==> src/rtl/flash_boot_loader.sv <==
// Boot-time copier: reads words from the flash read controller and writes them into SRAM
// through a ready-handshake port, once after reset (AUTO_START) or on each accepted start.
module flash_boot_loader #(
  parameter int unsigned FLASH_ADDR_W = 23,
  parameter int unsigned RAM_ADDR_W   = 20,
  parameter int unsigned FLASH_BASE   = 0,
  parameter int unsigned RAM_BASE     = 0,
  parameter int unsigned WORD_COUNT   = 1024,
  parameter int unsigned READ_WAIT    = 8,
  parameter int unsigned AUTO_START   = 1
) (
  input  logic                    clk_i,
  input  logic                    rst_i,
  input  logic                    start_i,
  output logic [FLASH_ADDR_W-1:0] bus_addr_o,
  output logic                    read_op_o,
  input  logic [31:0]             bus_data_i,
  output logic [RAM_ADDR_W-1:0]   ram_addr_o,
  output logic [31:0]             ram_wdata_o,
  output logic                    ram_we_o,
  input  logic                    ram_ready_i,
  output logic                    busy_o,
  output logic                    done_o,
  output logic [31:0]             words_done_o
);

  localparam int unsigned CNT_W = (READ_WAIT > 32'd1) ? $clog2(READ_WAIT) : 1;
  localparam logic [CNT_W-1:0] CNT_LAST = CNT_W'(READ_WAIT - 32'd1);
  localparam logic [FLASH_ADDR_W-1:0] FLASH_BASE_A = FLASH_ADDR_W'(FLASH_BASE);
  localparam logic [RAM_ADDR_W-1:0]   RAM_BASE_A   = RAM_ADDR_W'(RAM_BASE);

  typedef enum logic [2:0] {
    S_IDLE = 3'd0,
    S_RD   = 3'd1,
    S_GAP  = 3'd2,
    S_WR   = 3'd3,
    S_FIN  = 3'd4
  } state_t;

  state_t                  state_q;
  logic                    arm_q;
  logic [CNT_W-1:0]        cnt_q;
  logic [FLASH_ADDR_W-1:0] bus_addr_q;
  logic [RAM_ADDR_W-1:0]   ram_addr_q;
  logic [31:0]             ram_wdata_q;
  logic                    read_op_q;
  logic                    ram_we_q;
  logic                    busy_q;
  logic                    done_q;
  logic [31:0]             words_done_q;
  logic [31:0]             words_done_d;

  assign words_done_d = words_done_q + 32'd1;

  // Copy sequencer; every output is a register so read_op/ram_we are glitch-free
  always_ff @(posedge clk_i or posedge rst_i) begin
    if (rst_i) begin
      state_q      <= S_IDLE;
      arm_q        <= (AUTO_START != 32'd0);
      cnt_q        <= '0;
      bus_addr_q   <= FLASH_BASE_A;
      ram_addr_q   <= RAM_BASE_A;
      ram_wdata_q  <= 32'd0;
      read_op_q    <= 1'b0;
      ram_we_q     <= 1'b0;
      busy_q       <= 1'b0;
      done_q       <= 1'b0;
      words_done_q <= 32'd0;
    end else begin
      case (state_q)
        S_IDLE: begin
          if (start_i || arm_q) begin
            arm_q        <= 1'b0;
            cnt_q        <= '0;
            words_done_q <= 32'd0;
            bus_addr_q   <= FLASH_BASE_A;
            ram_addr_q   <= RAM_BASE_A;
            if (WORD_COUNT == 32'd0) begin
              state_q <= S_FIN;
              busy_q  <= 1'b0;
              done_q  <= 1'b1;
            end else begin
              state_q   <= S_RD;
              busy_q    <= 1'b1;
              done_q    <= 1'b0;
              read_op_q <= 1'b1;
            end
          end
        end
        S_RD: begin
          if (cnt_q == CNT_LAST) begin
            ram_wdata_q <= bus_data_i;
            read_op_q   <= 1'b0;
            cnt_q       <= '0;
            state_q     <= S_GAP;
          end else begin
            cnt_q <= cnt_q + CNT_W'(1);
          end
        end
        S_GAP: begin
          ram_we_q <= 1'b1;
          state_q  <= S_WR;
        end
        S_WR: begin
          if (ram_ready_i) begin
            ram_we_q     <= 1'b0;
            words_done_q <= words_done_d;
            bus_addr_q   <= bus_addr_q + FLASH_ADDR_W'(4);
            ram_addr_q   <= ram_addr_q + RAM_ADDR_W'(1);
            if (words_done_d == WORD_COUNT) begin
              state_q <= S_FIN;
              busy_q  <= 1'b0;
              done_q  <= 1'b1;
            end else begin
              state_q   <= S_RD;
              read_op_q <= 1'b1;
            end
          end
        end
        S_FIN: begin
          state_q <= S_IDLE;
        end
        default: begin
          state_q   <= S_IDLE;
          read_op_q <= 1'b0;
          ram_we_q  <= 1'b0;
          busy_q    <= 1'b0;
        end
      endcase
    end
  end

  assign bus_addr_o   = bus_addr_q;
  assign read_op_o    = read_op_q;
  assign ram_addr_o   = ram_addr_q;
  assign ram_wdata_o  = ram_wdata_q;
  assign ram_we_o     = ram_we_q;
  assign busy_o       = busy_q;
  assign done_o       = done_q;
  assign words_done_o = words_done_q;

endmodule
==> config.mk <==
export PLATFORM = sky130hd
export DESIGN_NAME = flash_boot_loader
export DESIGN_NICKNAME = d
export VERILOG_FILES = /design/src/rtl/flash_boot_loader.sv
export SDC_FILE = /design/constraint.sdc
export NUM_CORES = 1
export LEC_CHECK = 0
export ABC_AREA = 0
export BUFFER_PORTS_ARGS = -buffer_cell sky130_fd_sc_hd__buf_2
export CAP_MARGIN = 20
export CORE_MARGIN = 5
export CORE_UTILIZATION = 43
export CTS_CLUSTER_DIAMETER = 100
export DETAILED_ROUTE_END_ITERATION = 12
export PLACE_DENSITY = 0.69
export SLEW_MARGIN = 5
export SYNTH_ARGS = -nofsm -noshare
export SYNTH_HDL_FRONTEND = slang
export SYNTH_SLANG_ARGS = --single-unit
==> constraint.sdc <==
create_clock -name clk_i -period 4.2 [get_ports clk_i]
set_input_delay 0 -clock clk_i [delete_from_list [all_inputs] [get_ports clk_i]]
set_output_delay 0 -clock clk_i [all_outputs]
set_load 0.03 [all_outputs]
==> After elaboration in Yosys (flattened, before gate mapping) <==
Cells that the tools add are included.
{ "totals": {"elab_cells": 76, "regBits": 118, "n_memories": 0, "latch_bits": 0, "ramBits": 0, "rom_bits": 0} }
{ "classes": {"n_reduce_logical": 16, "n_mux": 31, "n_bitwise": 3, "n_addsub": 4, "shift": 0, "div": 0, "eq_ne": 11, "n_mul": 0, "magnitude_cmp": 0} }
{ "op_table": {"columns": ["op", "n"], "rows": [
  ["32-bit two-way mux", 2],
  ["32-bit one-hot mux with 2 select lines", 1],
  ["23-bit two-way mux", 2],
  ["23-bit one-hot mux with 2 select lines", 1],
  ["20-bit two-way mux", 2],
  ["20-bit one-hot mux with 2 select lines", 1],
  ["32-bit by 1-bit adder with 32-bit output (second input constant)", 1],
  ["32-bit by 11-bit == test with 1-bit output (second input constant)", 1],
  ["23-bit by 3-bit adder with 23-bit output (second input constant)", 1],
  ["20-bit by 1-bit adder with 20-bit output (second input constant)", 1],
  ["3-bit two-way mux", 6],
  ["3-bit one-hot mux with 4 select lines", 1],
  ["1-bit two-way mux", 10],
  ["2-bit != test (second input constant)", 5],
  ["2-bit AND reduction", 4],
  ["4-bit AND reduction", 2],
  ["3-bit by 2-bit == test with 1-bit output (second input constant)", 2],
  ["3-bit == test (second input constant)", 2],
  ["1-bit one-hot mux with 3 select lines", 2],
  ["3-bit one-hot mux with 2 select lines", 1],
  ["3-bit AND reduction", 2],
  ["3-bit OR reduction", 2],
  ["5-bit AND reduction", 1],
  ["1-bit one-hot mux with 4 select lines", 1],
  ["8 further kinds", 11]
]} }

==> Longest topological paths before layout <==
Gate-level depths: netlist of the first run.
{ "logic_depth": {"word_depth": 5, "depth_mapped": 9, "ltp_nobuf": 9} }

==> Worst setup path after synthesis of the first run <==
No wires, ideal clock.
{ "synth_path": {"path_kind": "register to register", "start": "reg words_done_q[0] (netlist: words_done_o[0])", "end": "reg state_q[2]", "t_arrival_ns": 2.799, "period_less_slack_ns": 2.867, "path_stages_with_launch": 8, "path_slack_ns": 1.333, "t_required_ns": 4.132, "n_path_buf": 0, "cell_sequence": "dfrtp_1 -> ha_1 -> nand3_1 -> or4_4 -> or4b_1 -> a2111oi_0 -> nor3b_1 -> and4_1"} }
{ "synth_via": {"elab_chain_cells": 5} }
{ "synth_rtl": {"columns": ["element", "line", "rtl"], "rows": [
  ["start: declaration", "50", "logic [31:0] words_done_q;"],
  ["start signal: assignment", "107", "words_done_q <= words_done_d;"],
  ["32-bit by 1-bit adder with 32-bit output", "53", "assign words_done_d = words_done_q + 32'd1;"],
  ["32-bit by 11-bit == test with 1-bit output", "110", "if (words_done_d == WORD_COUNT) begin"],
  ["3-bit two-way mux", "110", null],
  ["3-bit two-way mux", "105", "if (ram_ready_i) begin"],
  ["3-bit one-hot mux with 4 select lines", "70", "case (state_q)"],
  ["end signal: assignment", "79", "state_q <= S_FIN;"],
  ["end signal: assignment", "111", "state_q <= S_FIN;"],
  ["end signal: assignment", "115", "state_q <= S_RD;"],
  ["end: declaration", "40", "state_t state_q;"]
]} }
Every way passes these cells. The select of a mux whose other input is x is not followed.
A chain may end at the register's enable or synchronous reset.

==> Worst setup path after layout of the first run <==
Same ends and word-level chain as after synthesis.

==> out/results.ini, run 1 <==
[sta]
finalCriticalPeriod_ps = 3180
tightest_slew_ps = 1020
setup-violations-final = 0
period_share = 0.756
finalHoldViolCount = 0
finalClockSkew_ps = 10.7
slew_headroom = 0.311
fmax_mhz = 315
hold_ws_ps = 58.3
rsz0062_at_grt = no
drv_slew = 0
setup_tns_ps = 0

[floorplan]
core.rowCount = 43
die_area_sq_mm = 0.0166
initial_core_util = 0.439
io_pins = 147
core_sq_mm = 0.0139
die_y_um = 129
die-width_um = 129

[layout]
syn_to_final_growth_pct = 29.5
antenna_cells = 0
nFillCells = 1211
num-nets-final = 847
drive_gt1_frac = 0.284

[worst_setup_path]
crit_start = words_done_o[0]
end_kind = flop
r2r_start = words_done_o[0]
crit_fanout = 10
cp.required_ps = 4550
criticalPathCategory = flop to flop
crit_path_start_kind = flop
worst_ep_arrival_time_ps = 3530

[synth]
syn_inst = 638
synth_warnings = 0
synth_area_sq_mm = 0.00609
avgSynthCellArea_sq_um = 9.54
synth.top_cell.area_share = 0.473
ys.flop_type = dfrtp_1
yosys.cell_types.count = 62
ys_seq_area_frac = 0.477
synth-async-reset-ratio = 1.00
synth.area.top_cells = dfrtp_1, mux2_2, xor2_1
synth_area_leader_cell = dfrtp_1
synth_edf_count = 0
ys_seq_elements = 116

[status]
status = finished clean

[clocking]
numCtsBuffers = 17
clk_pin_slew_worst_paths_ps = 60
cts_buffer_depth = 2
cts_setup_buffers = 0
worstSkewPairLatency_ps = 420
clock-sinks = 116
clockRootBuffer = clkbuf_16
cts_tree = built
htree_levels = 4

[global_route]
first_global_vias = 5569
overflow = 0
grt_pass1_wl_um = 28400
grt_max_degree = 76
grt_usage = 0.214
antenna_found_initial = 0

[routing]
drc = 0
drt_iter0_drc = 488
drtPass1Iterations = 5
vias = 5671
detail-route-antenna-nets = 0
finalWirelength_um = 17700
viasPerCell = 5.68
routedWlPerCell_um = 17.7

[placement]
place.detailed.hpwl_um = 11800
place_congestion = 0.942
portBuffers = 144

[job]
drv_cap = 0

[worst_hold_path]
hold_class = input port to flop
hp-start = start_i

[power_and_ir_drop]
p_per_area_mw_per_mm2 = 575
leakage_nw = 3.71
power_mw = 4.53
ir_worst_vdd_mv = 0.331

==> logic make-up after synthesis <==
kind of cell / after synthesis / synth area share
DFF: 116 / 0.477
xor gates and xnor gates: 44 / 0.0633
muxes: 33 / 0.0608
buffers and inverters: 51 / 0.0339
adders and majority gates: 6 / 0.0123
other: 1 / 0.000616
and+or+nand+nor: 259 / 0.220
AOI/OAI and AO/OA: 128 / 0.132
==> through the flow <==
step	cell area, sq um	worst slack, ps	utilization	cells
global route	7880	880	0.568	998
floorplan	6090	1130	-	639
finish	7880	1020	0.568	998
detailed placement	6940	1170	0.500	932
CTS	7880	1130	0.568	998
global placement	6940	1330	0.500	932
==> cell type report <==
type / count / area [sq um] / area share
clock inverters: 12 / 129 / 0.0164
inverters: 11 / 43.8 / 0.00556
well taps: 180 / 225 / 0.0286
multi-input cells: 472 / 2980 / 0.379
clock buffers: 20 / 467 / 0.0592
flip-flops and latches: 116 / 2900 / 0.369
repair buffers: 187 / 1130 / 0.143
==> flip-flops by register name, indices dropped and copies added (netlist names) <==
register	count
busy_o	1
arm_q	1
state_q	3
ram_we_o	1
read_op_o	1
words_done_o	32
ram_wdata_o	32
done_o	1
bus_addr_o	21
ram_addr_o	20
cnt_q	3
==> worst paths after layout <==
path | endpoint | slack [ps] | cells past startpoint
worst min-delay path | cnt_q[2] | 60 | 3
worst min register to register | arm_q | 500 | 1
worst max register to register | state_q[2] | 1020 | 7
max in group asynchronous | arm_q | 2730 | 4
worst max-delay path | state_q[2] | 1020 | 7
min in group asynchronous | ram_wdata_o[14] | 350 | 3
==> worst max-delay path: stages, from the launching register on <==
cell       delay, ps
dfrtp_1          510
ha_1             340
nand3_1          250
or4_4            510
or4b_1           570
a2111oi_0        470
nor3b_1          240
and4_1           220
==> cells in the mapped netlist, drive strengths merged, types with 2 or more instances <==
| cell | count |
|---|---|
| nand4 | 23 |
| o31ai | 9 |
| a211oi | 2 |
| mux2 | 32 |
| nor2 | 57 |
| nor3b | 2 |
| nor4 | 7 |
| buf | 10 |
| clkbuf | 30 |
| or3 | 15 |
| nand2b | 3 |
| a211o | 3 |
| a22oi | 3 |
| inv | 11 |
| a2111oi | 2 |
| and4 | 8 |
| or3b | 2 |
| a22o | 9 |
| nand2 | 66 |
| ha | 6 |
| a21oi | 25 |
| dfrtp | 115 |
| o21ai | 52 |
| a21o | 2 |
| nand3 | 36 |
| xor2 | 34 |
| or4b | 2 |
| a31oi | 5 |
| xnor2 | 10 |
| and3 | 13 |
| nor3 | 13 |
| a32o | 3 |
| and2 | 2 |
| nor4b | 4 |
==> what timing repair did <==
action	4_1_cts	5_1_grt
endpoints found under the hold margin	108	0
hold buffers	34	0
gates resized for setup	0	0
endpoints found under the setup margin	0	0
==> cell usage in the layout, fill, tap and decap left out, drive strengths merged, types with 23 or more instances in the layout <==
cell,Yosys,layout
a21oi,25,25
o21ai,52,52
nand3,36,36
dlygate4sd3,0,34
buf,10,153
xor2,34,34
dfrtp,115,115
nor2,57,57
mux2,32,32
nand4,23,23
nand2,66,66
==> report_power, final <==
part           internal (mW)  total, mW  switching [mW]
clock                  0.918       1.45           0.534
combinational          0.538       1.51           0.971
sequential              1.36       1.57           0.207
total                   2.82       4.53            1.71
==> routing by layer <==
metal	vias to the layer above	global-route usage	share of wire
li1	2633	-	-
met1	2741	0.267	0.41
met2	239	0.349	0.50
met3	58	0.0519	0.062
met4	0	0.106	0.035
met5	-	0	0
Note: power is estimated with default switching activity, not from simulation.
==> inputs of run 2 (changes only) <==
--- a/config.mk
+++ b/config.mk
@@ -12,7 +12,7 @@
 export CORE_UTILIZATION = 43
 export CTS_CLUSTER_DIAMETER = 100
 export DETAILED_ROUTE_END_ITERATION = 12
-export PLACE_DENSITY = 0.69
+export PLACE_DENSITY = 0.72
 export SLEW_MARGIN = 5
 export SYNTH_ARGS = -nofsm -noshare
 export SYNTH_HDL_FRONTEND = slang
==> constraint.sdc (replaced) <==
create_clock -name clk_i -period 2.7 [get_ports clk_i]
set_input_delay 0 -clock clk_i [delete_from_list [all_inputs] [get_ports clk_i]]
set_output_delay 0 -clock clk_i [all_outputs]
set_load 0.03 [all_outputs]
==> run 2 against run 1 <==
Sequential share of layout area fell by 1.5 points. Power rose by 58%. Register-to-register slack got worse by 920 ps. First-iteration DRC count rose by 0.20%. Core utilization rose by 2.6 points. Combinational power rose by 64%. Sequential cell count did not move. Critical path depth rose by 1. Clock skew fell by 2.0 ps.
==> out/results.ini, run 2 (synthesized netlist as in run 1, its figures left out) <==
[global_route]
antenna_found_initial = 0  ; unchanged
overflow = 0  ; unchanged
first_global_vias = 5515  ; -0.97%
grt_usage = 0.217  ; +0.00221
grt_max_degree = 58  ; -24%
grt_pass1_wl_um = 28600  ; +0.53%

[sta]
worst_slack_ps = 103  ; -920 ps
finalCriticalPeriod_ps = 2600  ; -580 ps
finalHoldViolCount = 0  ; unchanged
setup_tns_ps = 0  ; unchanged
tightest_slew_ps = 728  ; -296 ps
fmax_mhz = 385  ; +22%
slew_headroom = 0.514  ; +0.204
finalClockSkew_ps = 8.72  ; -2.00 ps
drv_slew = 0  ; unchanged
period_share = 0.962  ; +0.205
setup-violations-final = 0  ; unchanged
rsz0062_at_grt = yes

[layout]
drive_gt1_frac = 0.332  ; +0.0482
nFillCells = 1188  ; -1.9%
fin_util = 0.594  ; +0.0261
layout_common_cells = buf_2, dfrtp_1, nand2_1
num-nets-final = 883  ; +4.3%
antenna_cells = 0  ; unchanged
regArea_sq_mm = 0.00291  ; +0.22%
finalNonFillerCells = 1033  ; +3.5%
multi_input_area_sq_mm = 0.00305  ; +2.3%
final_common_cell = buf_2
syn_to_final_growth_pct = 35.4

[job]
drv_cap = 0  ; unchanged

[routing]
drtPass1Iterations = 5  ; unchanged
routedWlPerCell_um = 17.3  ; -2.0%
finalWirelength_um = 17900  ; +1.4%
viasPerCell = 5.55  ; -2.4%
drc = 0  ; unchanged
drt_iter0_drc = 489  ; +0.20%
detail-route-antenna-nets = 0  ; unchanged
vias = 5731  ; +1.1%

[power_and_ir_drop]
leakage_nw = 3.89  ; +4.8%
p_per_area_mw_per_mm2 = 867  ; +51%
ir_worst_vdd_mv = 0.784  ; +140%
power_mw = 7.15  ; +58%

[placement]
place_inst = 965  ; +3.5%
place_ws_ps = 52.7  ; -1120 ps
portBuffers = 144  ; unchanged
place_congestion = 0.964  ; +2.3%
place.detailed.hpwl_um = 11800  ; -0.13%

[worst_setup_path]
worst_ep_arrival_time_ps = 2940  ; -590 ps
crit_chain = ha_4, nand3_2, or4_4, or4b_4, a22oi_2, nand4b_1, nor4_4, a22o_1
timing.rr.end = done_o
cp.required_ps = 3050  ; -1500 ps
crit_path_start_kind = flop
critPathMaxStageDelay_ps = 540  ; -30 ps
crit_path_end = done_o
cp_slowest_cell = or4b_4
r2r_cells = 8  ; +1
crit_start = words_done_o[1]
criticalPathCategory = flop to flop
r2r_start = words_done_o[1]
end_kind = flop
rrSetupSlack_ps = 100  ; -920 ps
crit_fanout = 4  ; -6

[clocking]
htree_levels = 4  ; unchanged
worstSkewPairLatency_ps = 410  ; about the same
clockRootBuffer = clkbuf_16
cts_tree = built
numCtsBuffers = 17  ; unchanged
clock-sinks = 116  ; unchanged
cts_buffer_depth = 2  ; unchanged
clk_pin_slew_worst_paths_ps = 60  ; about the same

[worst_hold_path]
hold_class = input port to asynchronous set/reset pin

[floorplan]
core_sq_mm = 0.0139  ; unchanged
die_y_um = 129  ; unchanged
initial_core_util = 0.439  ; unchanged
io_pins = 147  ; unchanged
core.rowCount = 43  ; unchanged
die-width_um = 129  ; unchanged
die_area_sq_mm = 0.0166  ; unchanged

[status]
status = finished clean

run 2: layout make-up:
| class | instances | share of cell area |
|---|---|---|
| Clock buffer | 18 | 0.0533 |
| Clock inverter | 13 | 0.0194 |
| Inverter | 11 | 0.00547 |
| Multi-Input combinational cell | 472 | 0.370 |
| Sequential cell | 116 | 0.353 |
| Tap cell | 180 | 0.0273 |
| Timing Repair Buffer | 223 | 0.171 |
run 2: per-layer routing:
metal / routed length [um] / vias up / GRT usage
met4: 546 / 0 / 0.0933
met1: 7450 / 2787 / 0.281
li1: - / 2707 / -
met3: 965 / 49 / 0.0498
met2: 8960 / 188 / 0.348
met5: 0 / - / 0
run 2: worst max-delay path, delay by kind of cell, from the launching register on:
kind	cells	cell delay [ps]
AND/OR/NAND/NOR	5	1650
flip-flops	1	380
AO/OA/AOI/OAI	2	350
adder cells (fa/ha/maj)	1	150
run 2: power breakdown:
group / internal [mW] / switching, mW
Combinational: 0.903 / 1.58
Clock: 1.46 / 0.815
Sequential: 2.12 / 0.269
Total: 4.49 / 2.66
run 2: worst min-delay path by stage:
stage | startpoint | to | slack (ps) | cells after the start
after floorplan | bus_data_i[10] | ram_wdata_o[10] | 150 | 1
after global placement | rst_i | ram_wdata_o[12] | -90 | 2
after detailed placement | rst_i | ram_wdata_o[20] | -90 | 2
after CTS | rst_i | ram_wdata_o[20] | 20 | 3
after global routing | rst_i | ram_wdata_o[17] | 40 | 3
final | rst_i | ram_wdata_o[17] | 40 | 3
run 2: per-stage QoR:
step / hold WS [ps] / area [sq um]
after floorplan: 152 / 6110
after detailed placement: -88.7 / 7220
after CTS: 23.8 / 8160
final: 39.3 / 8240
after global routing: 41.6 / 8240
after global placement: -89.0 / 7220
run 2: timing repair:
action                                  in CTS  in global routing
resized for setup                            0                 11
hold buffers                                34                  0
setup buffers                                0                  3
hold endpoints to repair                   149                  0
endpoints found under the setup margin       0                  5
